`src/rtl/rf_wb_arbiter.sv`:
```
`default_nettype none
// ============================================================================
//  Module      : rf_wb_arbiter
//  Description : Shares the register file's single write port between the
//                ALU/execute stage and the load/store unit. Round-robin
//                arbitration with valid/ready handshakes, one registered
//                write stage in front of the register file, and a busy
//                scoreboard of destinations with outstanding loads that the
//                issue stage uses to stall on load-use hazards.
//
//  Ports       : clock, reset          - clock, synchronous active-high reset
//                alu_valid/alu_ready   - ALU writeback handshake
//                alu_rd/alu_data       - ALU destination and result
//                lsu_valid/lsu_ready   - LSU writeback handshake
//                lsu_rd/lsu_data       - load destination and result
//                iss_load/iss_rd       - load dispatched by issue, its rd
//                chk_ra/chk_rb         - issue-stage source registers
//                hazard                - a source is busy, issue must stall
//                wa/wda/reg_wr         - registered register file write port
//
//  Revision    : 1.0 - initial release
// ============================================================================
module rf_wb_arbiter #(
    parameter int XLEN = 32,
    parameter int NREG = 32,
    parameter int AW   = 5
) (
    input  logic            clock,
    input  logic            reset,
    input  logic            alu_valid,
    output logic            alu_ready,
    input  logic [AW-1:0]   alu_rd,
    input  logic [XLEN-1:0] alu_data,
    input  logic            lsu_valid,
    output logic            lsu_ready,
    input  logic [AW-1:0]   lsu_rd,
    input  logic [XLEN-1:0] lsu_data,
    input  logic            iss_load,
    input  logic [AW-1:0]   iss_rd,
    input  logic [AW-1:0]   chk_ra,
    input  logic [AW-1:0]   chk_rb,
    output logic            hazard,
    output logic [AW-1:0]   wa,
    output logic [XLEN-1:0] wda,
    output logic            reg_wr
);

    localparam logic c_SRC_ALU = 1'b0;
    localparam logic c_SRC_LSU = 1'b1;

    logic            r_last_grant;
    logic            r_reg_wr;
    logic [AW-1:0]   r_wa;
    logic [XLEN-1:0] r_wda;
    logic [NREG-1:0] r_busy;

    logic            w_grant_alu;
    logic            w_grant_lsu;
    logic            w_xfer;
    logic [AW-1:0]   w_rd;
    logic [XLEN-1:0] w_data;
    logic [NREG-1:0] w_busy_next;

    // Round-robin grant. Under contention the source that did not win the
    // last transfer goes next. Nothing is granted while reset is held.
    always_comb begin
        w_grant_alu = 1'b0;
        w_grant_lsu = 1'b0;
        if (!reset) begin
            if (alu_valid && lsu_valid) begin
                w_grant_lsu = (r_last_grant == c_SRC_ALU);
                w_grant_alu = (r_last_grant == c_SRC_LSU);
            end else begin
                w_grant_alu = alu_valid;
                w_grant_lsu = lsu_valid;
            end
        end
    end

    // A grant is only ever given to a valid source, so grant == transfer.
    assign w_xfer    = w_grant_alu | w_grant_lsu;
    assign w_rd      = w_grant_lsu ? lsu_rd   : alu_rd;
    assign w_data    = w_grant_lsu ? lsu_data : alu_data;
    assign alu_ready = w_grant_alu;
    assign lsu_ready = w_grant_lsu;

    // Clear is applied before set so a load dispatched to the same register
    // that is completing this cycle leaves the register busy.
    always_comb begin
        w_busy_next = r_busy;
        if (w_grant_lsu && (lsu_rd != '0)) begin
            w_busy_next[lsu_rd] = 1'b0;
        end
        if (iss_load && (iss_rd != '0)) begin
            w_busy_next[iss_rd] = 1'b1;
        end
    end

    always_ff @(posedge clock) begin
        if (reset) begin
            r_last_grant <= c_SRC_ALU;
            r_reg_wr     <= 1'b0;
            r_wa         <= '0;
            r_wda        <= '0;
            r_busy       <= '0;
        end else begin
            r_busy   <= w_busy_next;
            // Writes to x0 complete the handshake but never reach the file;
            // wa/wda keep their last values whenever no write is issued.
            r_reg_wr <= w_xfer && (w_rd != '0);
            if (w_xfer) begin
                r_last_grant <= w_grant_lsu ? c_SRC_LSU : c_SRC_ALU;
                if (w_rd != '0) begin
                    r_wa  <= w_rd;
                    r_wda <= w_data;
                end
            end
        end
    end

    // No bypass: a register stays hazardous through the cycle its load
    // data is being accepted.
    assign hazard = ((chk_ra != '0) && r_busy[chk_ra]) ||
                    ((chk_rb != '0) && r_busy[chk_rb]);

    assign wa     = r_wa;
    assign wda    = r_wda;
    assign reg_wr = r_reg_wr;

endmodule
`default_nettype wire

```
`config.mk`:
```
export PLATFORM = sky130hd
export DESIGN_NAME = rf_wb_arbiter
export DESIGN_NICKNAME = d
export VERILOG_FILES = /design/src/rtl/rf_wb_arbiter.sv
export SDC_FILE = /design/constraint.sdc
export NUM_CORES = 1
export LEC_CHECK = 0
export ABC_AREA = 1
export CAP_MARGIN = 20
export CORE_MARGIN = 1
export CORE_UTILIZATION = 42
export DETAILED_ROUTE_END_ITERATION = 16
export PLACE_DENSITY = 0.86
export REMOVE_ABC_BUFFERS = 1
export SLEW_MARGIN = 25
export SYNTH_ARGS = -nofsm -noshare
export SYNTH_HDL_FRONTEND = slang
export SYNTH_SLANG_ARGS = --single-unit
```
`constraint.sdc`:
```
create_clock -name clock -period 1.52 [get_ports clock]
set_input_delay 0.228 -clock clock [delete_from_list [all_inputs] [get_ports clock]]
set_output_delay 0.228 -clock clock [all_outputs]
set_load 0.01 [all_outputs]
```
==> reports/metrics.csv <==
stage;metric;value;unit
timing;relSlewSlack;60.8;%
timing;fmax;497;MHz
placed_design;gp_congestion;0.908;
drt;avgViaCountPerCell;6.10;
pwr;pwr-share-clk;32.3;%
setup_path;cp_max_fo;5;
global_routing;grt_pass1_wl;29.5;mm
setup_path;timing.critical_path.mode_cell;nand2_4;
synth;ys_seq_area_share;34.0;%
status;violations;negative setup slack;
pwr;power_switching;1.95;mW
synth;yosysMostFrequentCell;nand2_1;
job;cap_violations;0;
setup_path;cp-start-kind;flip-flop;
setup_path;crit_family;simple AND/OR/NAND/NOR gates;
synth;synth_area_per_cell;5.82;um2
floorplan;rows;35;
timing;setup_ws;-491;ps
layout;layout.nets;1007;
timing;layout_min_cycle_time;2010;ps
pwr;p_per_area;777;mW/mm2
synth;syn_area;0.00412;mm2
drt;vias;6384;
placed_design;place_inst;996;
timing;finalSetupViolations;59;
drt;first_pass_iters;10;
pwr;power;5.70;mW
drt;routedWlPerCell;21.6;um
global_routing;first_global_vias;5860;
drt;wirelength;22.6;mm
pwr;p_comb_share;31.8;%
setup_path;critPathArrivalTime;2330;ps
synth;synth_cell_type_count;22;
synth;synth_top_family_by_area;simple AND/OR/NAND/NOR gates;
floorplan;die-area;0.0102;mm2
setup_path;path_cells;nand2_4 > buf_6 > nand3_1 > nand2_2 > nand2_4 > nor2_4 > nand2_4 > buf_12 > buf_16 > nand3_2 > nand2_1 > nor2_2;
floorplan;start_util;44.0;%
drt;dr.first_iter.drc_count;780;
clock_tree;tritoncts;built;
synth;synth.top_cell.area_share;34.0;%
clock_tree;path_clk_slew;90;ps
layout;area_growth;77.8;%
setup_path;critPathMaxStageDelay;350;ps
clock_tree;cts.sinks;70;
timing;setup-tns-final;-14930;ps
synth;ys_seq_elements;70;
synth;synthAdderAreaFrac;0;%
pwr;p_int;3.74;mW
timing;rsz0062_at_grt;yes;
hold_path;hold_class;input port to flip-flop;
floorplan;ios;135;
timing;worstMarginPinSlew;583;ps
clock_tree;hold_buffers;0;
global_routing;overflow;0;
timing;period_share;132;%
synth;syn_inst;708;
layout;layout-drive-gt1-share;27.2;%
floorplan;core-area;0.00937;mm2
setup_path;cp_slowest_cell;dfxtp_2;
synth;synth_compound_area_share;10.3;%
floorplan;die_y;101;um
placed_design;dp_hpwl;9.45;mm
synth;synth-edff-count;0;
synth;post-synth-top-area-cell;dfxtp_1;
layout;diodes;0;
drt;ant_nets;0;
pwr;swShare;34.3;%
global_routing;grt_max_degree;39;
timing;hold_violations;0;
synth;synth_xor_area_share;0;%
pwr;peakVddDrop;625;uV
global_routing;grt_use_total;37.8;%
clock_tree;ctsHtreeMaxLevel;3;
drt;route.detailed.drc;0;
timing;finClkSkew;10.1;ps
global_routing;antenna_found_initial;0;
synth;synth-simple-area-share;44.6;%
timing;drv_slew;0;
synth;yosys_warnings;0;
synth;netlist_top_cells_count;242 x nand2_1, 107 x nor2_1, 89 x nand3_1;
timing;whs;361;ps
synth;synthArstFlopShare;0;%
synth;ys_top_cells_by_area;dfxtp_1 34%, nand2_1 22%, nand3_1 11%, nor2_1 9.7%, inv_1 6.0%;
setup_path;cp.buffers_inverters;3;
status;status;finished, violations left;
placed_design;port_buffers;134;
setup_path;worstSetupEndpointType;flip-flop;
setup_path;path_class;flip-flop to flip-flop;
pwr;p_leak;3.63;nW
clock_tree;clockBufferDepth;2;
clock_tree;insertion_delay;380;ps
clock_tree;cts-root-buf;clkbuf_8;
floorplan;die_x;101;um
setup_path;crit_required;1840;ps
layout;layout.cells.non_filler;1047;
pwr;seq_power_share;35.9;%
clock_tree;cts_buffers;9;
layout;nFillCells;522;
synth;synthFlopType;dfxtp_1;
synth;synthMuxAreaShare;0;%
state kept, by name, summed over array words and instances, names as in the netlist:
name	flops
wa	5
wda	32
r_busy	31
r_last_grant	1
reg_wr	1
path summary, 6_finish.rpt:
path,slack [ps],from,cells after the start,endpoint
worst min-delay path,360,lsu_valid,4,r_last_grant
worst max-delay path,-490,r_last_grant,12,wda[9]
worst min register to register,500,wda[2],2,wda[2]
worst max register to register,-490,r_last_grant,12,wda[9]
power by group through the flow:
stage | sequential [mW] | clock [mW] | combinational, mW
after detailed placement | 2.02 | 0 | 1.24
after CTS | 2.01 | 1.70 | 1.53
after global placement | 2.02 | 0 | 1.22
final | 2.04 | 1.84 | 1.81
after floorplan | 2.06 | 0 | 0.469
after global routing | 2.05 | 1.92 | 1.89
cell usage in the layout, fill, tap and decap left out, drive strengths merged:
master         count
dlymetal6s2s      14
inv               70
dfxtp             70
nor2             109
dlygate4sd2       28
nor3               2
nand3             91
clkdlybuf4s15      2
clkinvlp           1
nand2            246
clkbuf            13
clkdlybuf4s50     86
clkinv             2
a21oi             35
bufinv             2
o21ai             47
a211oi             1
nand4              3
buf               95
o211ai             1
kinds of logic after synthesis:
family,after synthesis
AOI/OAI and AO/OA,84
buffers and inverters,104
DFF,70
and+or+nand+nor,450
area by class of cell:
cell class                 count  area [um2]  area share [%]
tap                          129         161            2.20
timing repair buffer         227        2380            32.5
clock inverter                 5        81.3            1.11
clock buffer                  11         141            1.93
multi-input combinational    535        2870            39.2
inverter                      70         267            3.63
sequential                    70        1430            19.5
layer usage:
layer	part of all wire, %	global-route usage [%]	up-vias
li1	-	-	2642
met3	13	8.18	260
met4	11	28.5	0
met2	44	64.3	691
met5	0	0	-
met1	32	41.1	2791
worst reg2reg max path: cells and delay by family, from the launching register on:
| family | cells | cell delay [ps] |
|---|---|---|
| buf+inv | 3 | 450 |
| simple gates | 9 | 1160 |
| flops | 1 | 350 |
through the flow:
step | cell area (um2) | worst slack, ps | utilization (%)
floorplan | 3930 | -1370 | -
global placement | 5960 | -729 | 63.6
detailed placement | 5960 | -780 | 63.6
CTS | 7110 | -223 | 75.8
global route | 7330 | -605 | 78.2
finish | 7330 | -491 | 78.2
timing repair:
action                                  4_1_cts  5_1_grt
pin swaps                                    39       29
cloned                                       12        1
endpoints found under the hold margin         0        0
endpoints found under the setup margin       43       86
setup buffers                                21        5
resized for setup                           184      107
Power figures use the tool's default switching activity.
